**src/rtl/copro_result_buffer_pkg.sv**
```systemverilog
// Shared definitions for the coprocessor result buffer and its FIFO.
// Optional feature macro: COPRO_RESULT_BYPASS_EN (see copro_result_buffer.sv).
package copro_result_buffer_pkg;

    // Width of the destination register index carried with every result.
    localparam int unsigned RegAddrWidth = 5;

    // Per-cycle FIFO operation, encoded as {push, pop}.
    typedef enum logic [1:0] {
        OpIdle = 2'b00,
        OpPop  = 2'b01,
        OpPush = 2'b10,
        OpBoth = 2'b11
    } fifo_op_e;

    // Width of a counter that must hold every value from 0 up to depth inclusive.
    function automatic int unsigned cnt_width(input int unsigned depth);
        return $clog2(depth) + 1;
    endfunction

endpackage

```
**src/rtl/copro_result_fifo.sv**
```systemverilog
// Generic circular-buffer FIFO: power-of-two depth, wrapping pointers,
// an explicit occupancy counter and full/empty flags. The caller qualifies
// push and pop; this block never refuses a request it is given.
module copro_result_fifo
    import copro_result_buffer_pkg::*;
#(
    parameter int unsigned Width = 32,
    parameter int unsigned Depth = 4
) (
    input  logic                    clk_i,
    input  logic                    rst_ni,
    input  logic                    push_i,
    input  logic [Width-1:0]        data_i,
    input  logic                    pop_i,
    output logic [Width-1:0]        data_o,
    output logic                    full_o,
    output logic                    empty_o,
    output logic [$clog2(Depth):0]  count_o
);

    localparam int unsigned PtrW = $clog2(Depth);
    localparam logic [PtrW:0] FullCount = (PtrW + 1)'(Depth);

    logic [Width-1:0] mem [Depth];
    logic [PtrW-1:0]  wr_ptr;
    logic [PtrW-1:0]  rd_ptr;
    logic [PtrW:0]    count;
    fifo_op_e         op;

    assign op = fifo_op_e'({push_i, pop_i});

    // Storage array; data needs no reset because the count gates its use.
    always_ff @(posedge clk_i) begin
        if (push_i) begin
            mem[wr_ptr] <= data_i;
        end
    end

    // Pointers advance independently and wrap naturally at the power-of-two depth.
    always_ff @(posedge clk_i or negedge rst_ni) begin
        if (!rst_ni) begin
            wr_ptr <= '0;
            rd_ptr <= '0;
        end else begin
            if (push_i) begin
                wr_ptr <= wr_ptr + 1'b1;
            end
            if (pop_i) begin
                rd_ptr <= rd_ptr + 1'b1;
            end
        end
    end

    // Occupancy follows the combined operation; push plus pop leaves it unchanged.
    always_ff @(posedge clk_i or negedge rst_ni) begin
        if (!rst_ni) begin
            count <= '0;
        end else begin
            case (op)
                OpPush:  count <= count + 1'b1;
                OpPop:   count <= count - 1'b1;
                default: count <= count;
            endcase
        end
    end

    assign data_o  = mem[rd_ptr];
    assign full_o  = (count == FullCount);
    assign empty_o = (count == '0);
    assign count_o = count;

endmodule

```
**src/rtl/copro_result_buffer.sv**
```systemverilog
// Result buffer between the non-stalling coprocessor ALU and the CV-X-IF
// result interface. Results are queued in a small FIFO and offered through
// valid/ready; an in-flight counter plus occupancy gates issue so the ALU
// never produces a result without a slot for it. A result arriving while
// the FIFO is full and not draining is dropped and latches a sticky overflow.
// Optional feature macro: COPRO_RESULT_BYPASS_EN -- when defined, a result
// arriving at an empty FIFO is presented combinationally in the same cycle.
module copro_result_buffer
    import copro_result_buffer_pkg::*;
#(
    parameter int unsigned XLEN     = 32,
    parameter int unsigned Depth    = 4,
    parameter type         hartid_t = logic,
    parameter type         id_t     = logic
) (
    input  logic                    clk_i,
    input  logic                    rst_ni,
    input  logic                    issue_fire_i,
    output logic                    issue_ready_o,
    input  logic                    alu_valid_i,
    input  logic [XLEN-1:0]         alu_result_i,
    input  hartid_t                 alu_hartid_i,
    input  id_t                     alu_id_i,
    input  logic [RegAddrWidth-1:0] alu_rd_i,
    input  logic                    alu_we_i,
    output logic                    result_valid_o,
    input  logic                    result_ready_i,
    output logic [XLEN-1:0]         result_data_o,
    output hartid_t                 result_hartid_o,
    output id_t                     result_id_o,
    output logic [RegAddrWidth-1:0] result_rd_o,
    output logic                    result_we_o,
    output logic                    overflow_o
);

    localparam int unsigned CntW = cnt_width(Depth);
    localparam logic [CntW:0] CreditLimit = (CntW + 1)'(Depth);

    typedef struct packed {
        logic [XLEN-1:0]         data;
        hartid_t                 hartid;
        id_t                     id;
        logic [RegAddrWidth-1:0] rd;
        logic                    we;
    } copro_result_t;

    copro_result_t   alu_entry;
    copro_result_t   fifo_head;
    copro_result_t   head_sel;
    copro_result_t   out_entry;
    logic            fifo_push;
    logic            fifo_pop;
    logic            fifo_full;
    logic            fifo_empty;
    logic [CntW-1:0] occupancy;
    logic [CntW-1:0] inflight;
    logic [CntW:0]   credit_sum;
    logic            overflow_q;

    assign alu_entry = '{
        data:   alu_result_i,
        hartid: alu_hartid_i,
        id:     alu_id_i,
        rd:     alu_rd_i,
        we:     alu_we_i
    };

    copro_result_fifo #(
        .Width ($bits(copro_result_t)),
        .Depth (Depth)
    ) u_fifo (
        .clk_i   (clk_i),
        .rst_ni  (rst_ni),
        .push_i  (fifo_push),
        .data_i  (alu_entry),
        .pop_i   (fifo_pop),
        .data_o  (fifo_head),
        .full_o  (fifo_full),
        .empty_o (fifo_empty),
        .count_o (occupancy)
    );

`ifdef COPRO_RESULT_BYPASS_EN
    logic bypass_active;

    // An empty FIFO hands a fresh ALU result straight to the core; it is
    // stored only if the core does not take it this cycle.
    assign bypass_active  = fifo_empty && alu_valid_i;
    assign result_valid_o = !fifo_empty || bypass_active;
    assign head_sel       = fifo_empty ? alu_entry : fifo_head;
    assign fifo_pop       = !fifo_empty && result_ready_i;
    assign fifo_push      = alu_valid_i && (!fifo_full || fifo_pop)
                            && !(bypass_active && result_ready_i);
`else
    // Every result passes through storage, so outputs depend only on registers.
    assign result_valid_o = !fifo_empty;
    assign head_sel       = fifo_head;
    assign fifo_pop       = result_valid_o && result_ready_i;
    assign fifo_push      = alu_valid_i && (!fifo_full || fifo_pop);
`endif

    // Count instructions issued to the ALU whose results have not yet appeared.
    always_ff @(posedge clk_i or negedge rst_ni) begin
        if (!rst_ni) begin
            inflight <= '0;
        end else if (issue_fire_i && !alu_valid_i) begin
            inflight <= inflight + 1'b1;
        end else if (!issue_fire_i && alu_valid_i) begin
            inflight <= inflight - 1'b1;
        end
    end

    // A dropped result is a protocol violation; remember it until reset.
    always_ff @(posedge clk_i or negedge rst_ni) begin
        if (!rst_ni) begin
            overflow_q <= 1'b0;
        end else if (alu_valid_i && fifo_full && !fifo_pop) begin
            overflow_q <= 1'b1;
        end
    end

    // Sum at one extra bit so a full FIFO plus outstanding work cannot wrap.
    assign credit_sum    = {1'b0, occupancy} + {1'b0, inflight};
    assign issue_ready_o = (credit_sum < CreditLimit);
    assign overflow_o    = overflow_q;

    // Drive result fields only while a result is offered; zero otherwise.
    always_comb begin
        out_entry = '0;
        if (result_valid_o) begin
            out_entry = head_sel;
        end
    end

    assign result_data_o   = out_entry.data;
    assign result_hartid_o = out_entry.hartid;
    assign result_id_o     = out_entry.id;
    assign result_rd_o     = out_entry.rd;
    assign result_we_o     = out_entry.we;

endmodule

```
**config.mk**
```make
export PLATFORM = sky130hd
export DESIGN_NAME = copro_result_buffer
export DESIGN_NICKNAME = d
export VERILOG_FILES = /design/src/rtl/copro_result_buffer_pkg.sv /design/src/rtl/copro_result_fifo.sv /design/src/rtl/copro_result_buffer.sv
export SDC_FILE = /design/constraint.sdc
export NUM_CORES = 1
export LEC_CHECK = 0
export ABC_AREA = 1
export ABC_CLOCK_PERIOD_IN_PS = 3510
export CAP_MARGIN = 20
export CELL_PAD_IN_SITES_DETAIL_PLACEMENT = 1
export CELL_PAD_IN_SITES_GLOBAL_PLACEMENT = 1
export CORE_UTILIZATION = 28
export DETAILED_ROUTE_END_ITERATION = 8
export PLACE_DENSITY_LB_ADDON = 0.08
export SKIP_CTS_REPAIR_TIMING = 1
export SLEW_MARGIN = 20
export SYNTH_ARGS = -nofsm -noshare
export SYNTH_HDL_FRONTEND = slang
export SYNTH_SLANG_ARGS = --single-unit
```
**constraint.sdc**
```tcl
create_clock -name clk_i -period 3.51 [get_ports clk_i]
set_input_delay 0.702 -clock clk_i [delete_from_list [all_inputs] [get_ports clk_i]]
set_output_delay 0.702 -clock clk_i [all_outputs]
set_load 0.005 [all_outputs]
```
==> metrics.csv, run 1 <==
stage,metric,value,unit
outcome,status,finished clean,
synthesis,Most used DFF post-synth,edfxtp_1,
die,Die ar.,0.02518,mm²
synthesis,post-synth top area share,69.91,%
place,Post-DP HPWL,10250,µm
place,pre-CTS setup slack,755.6,ps
cts,CTS root buf,clkbuf_16,
setup_path,critical path's top delay family,buffers and inverters,
pwr,total power draw,0.007831,W
synthesis,"EDFF count, synth",160,
global_route,GRT Overall Usage,14.63,%
cts,CTS tree,built,
setup_path,worst setup path startpoint,u_fifo.rd_ptr[0]$_DFFE_PN0N_,
synthesis,Yosys reg bits,171,
setup_path,r2r endpoint,u_fifo.mem[1][11]$_DFFE_PP_,
min_path,Min-Delay Path Class,reg -> reg,
die,Die Span Y,158.7,µm
cts,CTS clock-pin slew for the worst setup and hold paths,60,ps
sta,"Slew Viols, Final",0,
setup_path,reg-to-reg startpoint,u_fifo.count_o[2]$_DFFE_PN0P_,
cts,Clock Latency Late Sink,420,ps
drt,average wire per standard cell,17.81,µm
setup_path,most frequent cell on the critical path,nor2_1,
setup_path,r2r setup slk,1490,ps
drt,drt pass-1 iters,4,
cts,clk sinks,171,
setup_path,crit end category,output pin,
drt,final WL,17220,µm
cts,CTS max path bufs,2,
die,IO Pins,88,
synthesis,Cell variety after synth,24,
setup_path,"Buf+Inv Stages, Crit Path",2,
pwr,Sequential Power Share,36.1,%
layout,layout cell share with drive strength beyond 1,8.025,%
place,GPL Wtd Cong,0.7061,
layout,# diodes,0,
setup_path,Worst Setup Path Type,reg -> out,
sta,Final Hold Slack,483.1,ps
synthesis,Mapped Cells,547,
pwr,switching fraction of total power,33.09,%
die,Die W,158.7,µm
setup_path,crit-path cells,buf_4 > nor2_1 > nor2_1 > o21ai_0 > a21oi_1 > clkdlybuf4s50_1,
setup_path,Worst R2R Path Depth,6,
layout,"most common cell after layout, fill and taps aside",nor2_1,
pwr,Logic pwr share,39.2,%
layout,Nets,690,
synthesis,sequential area share after synthesis,73.91,%
cts,CTS Buf Count,17,
pwr,Clock power frac,24.7,%
sta,RSZ-0062 raised after global routing,no,
die,Initial Utilization,28.93,%
global_route,initial antenna violation count,1,
global_route,vias in the first global route,4611,
flow_run,Max-cap violations,0,
synthesis,Synth warnings,0,
pwr,internal power,0.005240,W
global_route,gr ovfl total,0,
drt,routed via count,4321,
layout,Area Overhead vs Synth,27.16,%
drt,Detail Route Antenna Nets,0,
place,port bufs,87,
cts,H-Tree Level Count,4,
setup_path,"Largest stage delay, worst path",590,ps
sta,Final Cycle Share,89.57,%
global_route,first-pass GRT wire length,26730,µm
pwr,pwr/cell area,896.0,mW/mm²
setup_path,CP arrival,2440,ps
sta,Worst Tran Pin Value,832.4,ps
pwr,Peak VDD IR,0.0003396,V
setup_path,crit start category,flip-flop,
drt,initial drt markers,153,
layout,most frequent cells in the layout,"nor2_1 (166), edfxtp_1 (160), clkdlybuf4s50_1 (87), o21ai_0 (60), a21oi_1 (42)",
die,Rows,56,
sta,crit path time final,3144,ps
sta,endpoints failing hold,0,
setup_path,CP max FO,39,
synthesis,Synth area leader,edfxtp_1,
pwr,leakage,2.969,nW
sta,max frequency,318.1,MHz
synthesis,"FFs w/ async S/R, synth",6.433,%
sta,final setup fails,0,
sta,final setup TNS,0,ps
drt,# DRC,0,
drt,via/cell ratio,4.468,
setup_path,"Data required, critical path",2810,ps
synthesis,syn_area_per_cell,12.56,µm²
sta,PnR worst setup slack,366.2,ps
synthesis,largest cells by area after synthesis,"edfxtp_1 (70%), nor2_1 (9.3%), o21ai_0 (4.4%)",
setup_path,number of cells on the critical path,6,
pwr,Sw Pwr,0.002591,W
sta,Rel. slew slack,44.43,%
synthesis,"Net Count, Synth",601,
synthesis,Post-Syn Area,0.006873,mm²
die,Core Box Area,0.02375,mm²
global_route,largest net degree at the start of global routing,43,
setup_path,critical path endpoint,result_data_o[28],
setup_path,Crit-path slowest cell,clkdlybuf4s50_1,
sta,Setup Skew,9.813,ps
synth_stat cells (all sizes together) (2+ instances only):
cell / instances
a21oi: 42
buf: 22
clkbuf: 8
dfrtp: 11
edfxtp: 160
fa: 2
ha: 7
inv: 18
nand2: 12
nand3: 4
nor2: 171
o21ai: 82
xnor2: 2
xor2: 3
cell families after synthesis:
kind of cell    count (synthesis)  synth area share (%)
flops                         171                 73.91
simple gates                  188                 10.49
mux                             1                0.1638
xor+xnor                        5                0.6373
compound gates                125                 9.139
fa+ha+maj                       9                 1.857
buf+inv                        48                 3.805
worst min-delay path by stage:
| stage | slack, ps | depth (start not counted) | start | to |
|---|---|---|---|---|
| after floorplan | 410 | 0 | rst_ni | inflight[0]$_DFFE_PN0P_ |
| final | 480 | 1 | inflight[2]$_DFFE_PN0P_ | inflight[2]$_DFFE_PN0P_ |
| after detailed placement | 470 | 1 | inflight[2]$_DFFE_PN0P_ | inflight[2]$_DFFE_PN0P_ |
| after global routing | 520 | 1 | inflight[2]$_DFFE_PN0P_ | inflight[2]$_DFFE_PN0P_ |
| after global placement | 470 | 1 | inflight[2]$_DFFE_PN0P_ | inflight[2]$_DFFE_PN0P_ |
| after CTS | 480 | 1 | inflight[2]$_DFFE_PN0P_ | inflight[2]$_DFFE_PN0P_ |
state kept, by name (all words and copies together) (netlist names):
| signal | flops |
|---|---|
| inflight | 3 |
| u_fifo.rd_ptr | 2 |
| u_fifo.count_o | 3 |
| u_fifo.wr_ptr | 2 |
| overflow_o | 1 |
| u_fifo.mem | 160 |
stage by stage:
| step | utilization [%] | cells | cell area [µm²] |
|---|---|---|---|
| global route | 36.79 | 967 | 8740 |
| floorplan | - | 547 | 6873 |
| global placement | 34.24 | 936 | 8134 |
| CTS | 36.79 | 967 | 8740 |
| finish | 36.79 | 967 | 8740 |
| detailed placement | 34.24 | 936 | 8134 |
final cells by class:
type	instances	area [µm²]
clock buffers	18	429.2
clock inverters	13	176.4
fillers	2520	15010
inverters	18	70.07
multi-input cells	328	1562
flip-flops and latches	171	5085
well taps	319	399.1
repair buffers	100	1018
layer usage:
layer / routed length (µm) / up-vias / global-route usage [%]
met5: 11 / - / 0
met4: 197 / 2 / 4.808
met3: 556 / 17 / 2.994
met2: 8487 / 69 / 25.04
met1: 7968 / 2149 / 18.38
li1: - / 2084 / -
worst reg2reg max path: stages (launching register included):
cell and delay, ps:
dfrtp_1 420, inv_1 130, nor2_1 50, nand2_1 130, nand2_1 330, nor2_4 330, buf_12 290
power by group through the flow:
stage / Sequential (W) / Combinational, W / Clock (W)
after CTS: 0.00283 / 0.00319 / 0.00199
final: 0.00283 / 0.00307 / 0.00194
after floorplan: 0.00284 / 0.00163 / 0
after global placement: 0.00286 / 0.00315 / 0
after detailed placement: 0.00287 / 0.00317 / 0
after global routing: 0.00287 / 0.00347 / 0.00207
(Power assumes the default switching activity.)
==> run 2, diff against run 1 <==
ABC_CLOCK_PERIOD_IN_PS = 3700   (was 3510)
clock period = 3.7 ns   (was 3.51 ns; I/O delays follow)
==> run 2 against run 1 <==
Against the previous run:
- global-route usage grew 0.18 points
- sequential share of layout area grew 0.49 points
- worst hold slack gained 0.78 ps
- combinational power shrank 5%
- total power shrank 7.7%
- clock power shrank 16%
- via count grew 2.9%
- largest cell class unchanged
==> metrics.csv, run 2 (synthesized netlist as in run 1, its figures left out) <==
stage,metric,value,unit,change
setup_path,r2r setup slk,1570,ps,was 1490 ps
layout,"most common cell after layout, fill and taps aside",nor2_1,,unchanged
die,Die Span Y,158.7,µm,unchanged
die,Initial Utilization,28.93,%,unchanged
setup_path,"Buf+Inv Stages, Crit Path",3,,was 2
drt,via/cell ratio,4.607,,was 4.468
pwr,pwr/cell area,833.7,mW/mm²,was 896.0 mW/mm²
min_path,Min-Delay Path Class,reg -> reg,,unchanged
layout,Biggest register,u_fifo.mem,,unchanged
global_route,largest net degree at the start of global routing,82,,was 43
sta,"Slew Viols, Final",0,,unchanged
layout,Finished Layout Cells,965,,was 967
setup_path,CP max FO,72,,was 39
setup_path,critical path's top delay family,buffers and inverters,,unchanged
layout,Nets,688,,was 690
cts,CTS max path bufs,2,,unchanged
drt,average wire per standard cell,18.21,µm,was 17.81 µm
place,pre-CTS setup slack,584.1,ps,was 755.6 ps
die,Die ar.,0.02518,mm²,unchanged
setup_path,Crit-path slowest cell,inv_4,,was clkdlybuf4s50_1
global_route,gr ovfl total,0,,unchanged
place,GPL Wtd Cong,0.7216,,was 0.7061
layout,most frequent cells in the layout,"nor2_1 (166), edfxtp_1 (160), clkdlybuf4s50_1 (87), o21ai_0 (60), a21oi_1 (42)",,unchanged
die,Core Box Area,0.02375,mm²,unchanged
sta,Setup Skew,8.525,ps,was 9.813 ps
outcome,status,finished clean,,unchanged
drt,routed via count,4446,,was 4321
die,IO Pins,88,,unchanged
sta,PnR worst setup slack,345.2,ps,was 366.2 ps
setup_path,Worst Setup Path Type,reg -> out,,unchanged
sta,endpoints failing hold,0,,unchanged
drt,final WL,17570,µm,was 17220 µm
global_route,first-pass GRT wire length,26960,µm,was 26730 µm
setup_path,critical path endpoint,result_rd_o[2],,was result_data_o[28]
drt,initial drt markers,203,,was 153
sta,Worst Tran Pin Value,974.9,ps,was 832.4 ps
setup_path,CP arrival,2610,ps,was 2440 ps
layout,Area Overhead vs Synth,26.11,%,was 27.16%
layout,layout cell share with drive strength beyond 1,7.585,%,was 8.025%
flow_run,Max-cap violations,0,,unchanged
pwr,leakage,2.936,nW,was 2.969 nW
cts,H-Tree Level Count,4,,unchanged
place,port bufs,87,,unchanged
cts,CTS tree,built,,unchanged
sta,Final Cycle Share,90.67,%,
drt,drt pass-1 iters,4,,unchanged
setup_path,r2r endpoint,u_fifo.mem[2][7]$_DFFE_PP_,,was u_fifo.mem[1][11]$_DFFE_PP_
place,placed insts,934,,was 936
global_route,GRT Overall Usage,14.81,%,was 14.63%
drt,# DRC,0,,unchanged
layout,# diodes,0,,unchanged
drt,Detail Route Antenna Nets,0,,unchanged
place,Post-DP HPWL,10150,µm,was 10250 µm
sta,crit path time final,3355,ps,
sta,final setup fails,0,,unchanged
sta,Rel. slew slack,34.92,%,was 44.43%
sta,final setup TNS,0,ps,unchanged
setup_path,crit-path cells,inv_4 > buf_4 > o21ai_1 > a21oi_1 > clkdlybuf4s50_1,,was buf_4 > nor2_1 > nor2_1 > o21ai_0 > a21oi_1 > clkdlybuf4s50_1
setup_path,"Data required, critical path",2960,ps,was 2810 ps
cts,Clock Latency Late Sink,420,ps,about the same
die,Rows,56,,unchanged
cts,clk sinks,171,,unchanged
pwr,Peak VDD IR,0.0004154,V,was 0.0003396 V
sta,max frequency,298.1,MHz,
setup_path,Worst R2R Path Depth,6,,unchanged
layout,max reg flops,160,,unchanged
cts,CTS Buf Count,17,,unchanged
cts,CTS clock-pin slew for the worst setup and hold paths,60,ps,about the same
setup_path,crit start category,flip-flop,,unchanged
setup_path,worst setup path startpoint,u_fifo.rd_ptr[0]$_DFFE_PN0N_,,unchanged
setup_path,number of cells on the critical path,5,,was 6
cts,CTS root buf,clkbuf_16,,unchanged
setup_path,reg-to-reg startpoint,u_fifo.count_o[2]$_DFFE_PN0P_,,unchanged
setup_path,"Largest stage delay, worst path",550,ps,was 590 ps
global_route,initial antenna violation count,0,,was 1
die,Die W,158.7,µm,unchanged
sta,RSZ-0062 raised after global routing,no,,unchanged
setup_path,crit end category,output pin,,unchanged
global_route,vias in the first global route,4748,,was 4611
run 2: cell type report:
type	instances	area [µm²]
multi-input cells	328	1562
well taps	319	399.1
clock buffers	22	444.2
inverters	18	70.07
clock inverters	9	75.07
flip-flops and latches	171	5085
repair buffers	98	1032
fillers	2480	15090
run 2: where the power goes:
group / total [W] / internal (W) / switching, W
sequential: 0.00268 / 0.00256 / 0.000122
clock: 0.00162 / 0.000915 / 0.000701
combinational: 0.00293 / 0.00129 / 0.00164
total: 0.00723 / 0.00476 / 0.00246
run 2: how the worst min path moves through the flow:
stage | start | endpoint | slack [ps] | cells after the start
2_1_floorplan | rst_ni | inflight[0]$_DFFE_PN0P_ | 440 | 0
3_3_place_gp | inflight[2]$_DFFE_PN0P_ | inflight[2]$_DFFE_PN0P_ | 470 | 1
3_5_place_dp | overflow_o$_DFFE_PN0P_ | overflow_o$_DFFE_PN0P_ | 470 | 1
4_1_cts | inflight[2]$_DFFE_PN0P_ | inflight[2]$_DFFE_PN0P_ | 490 | 1
5_1_grt | inflight[2]$_DFFE_PN0P_ | inflight[2]$_DFFE_PN0P_ | 520 | 1
6_report | overflow_o$_DFFE_PN0P_ | overflow_o$_DFFE_PN0P_ | 480 | 1
run 2: worst reg2reg max path: cells and delay by family, from the launching register on:
kind	cells	cell delay (ps)
buffers and inverters	2	430
AND/OR/NAND/NOR	4	980
flip-flops	1	400
run 2: metrics by stage:
stage	hold WS (ps)	total power [W]	util, %	area, µm²
after global placement	469.2	0.005696	34.29	8144
after detailed placement	470.0	0.005737	34.29	8144
after CTS	485.8	0.007386	36.47	8663
after global routing	524.8	0.007750	36.49	8667
after floorplan	444.4	0.004246	-	6873
final	483.9	0.007226	36.49	8667
run 2: routing by layer:
metal	share of wire [%]	wire, µm	global-route usage, %
met1	45	7964	18.24
met2	51	9001	25.94
met3	2.8	492	3.348
met4	0.65	114	4.029
met5	0	0	0
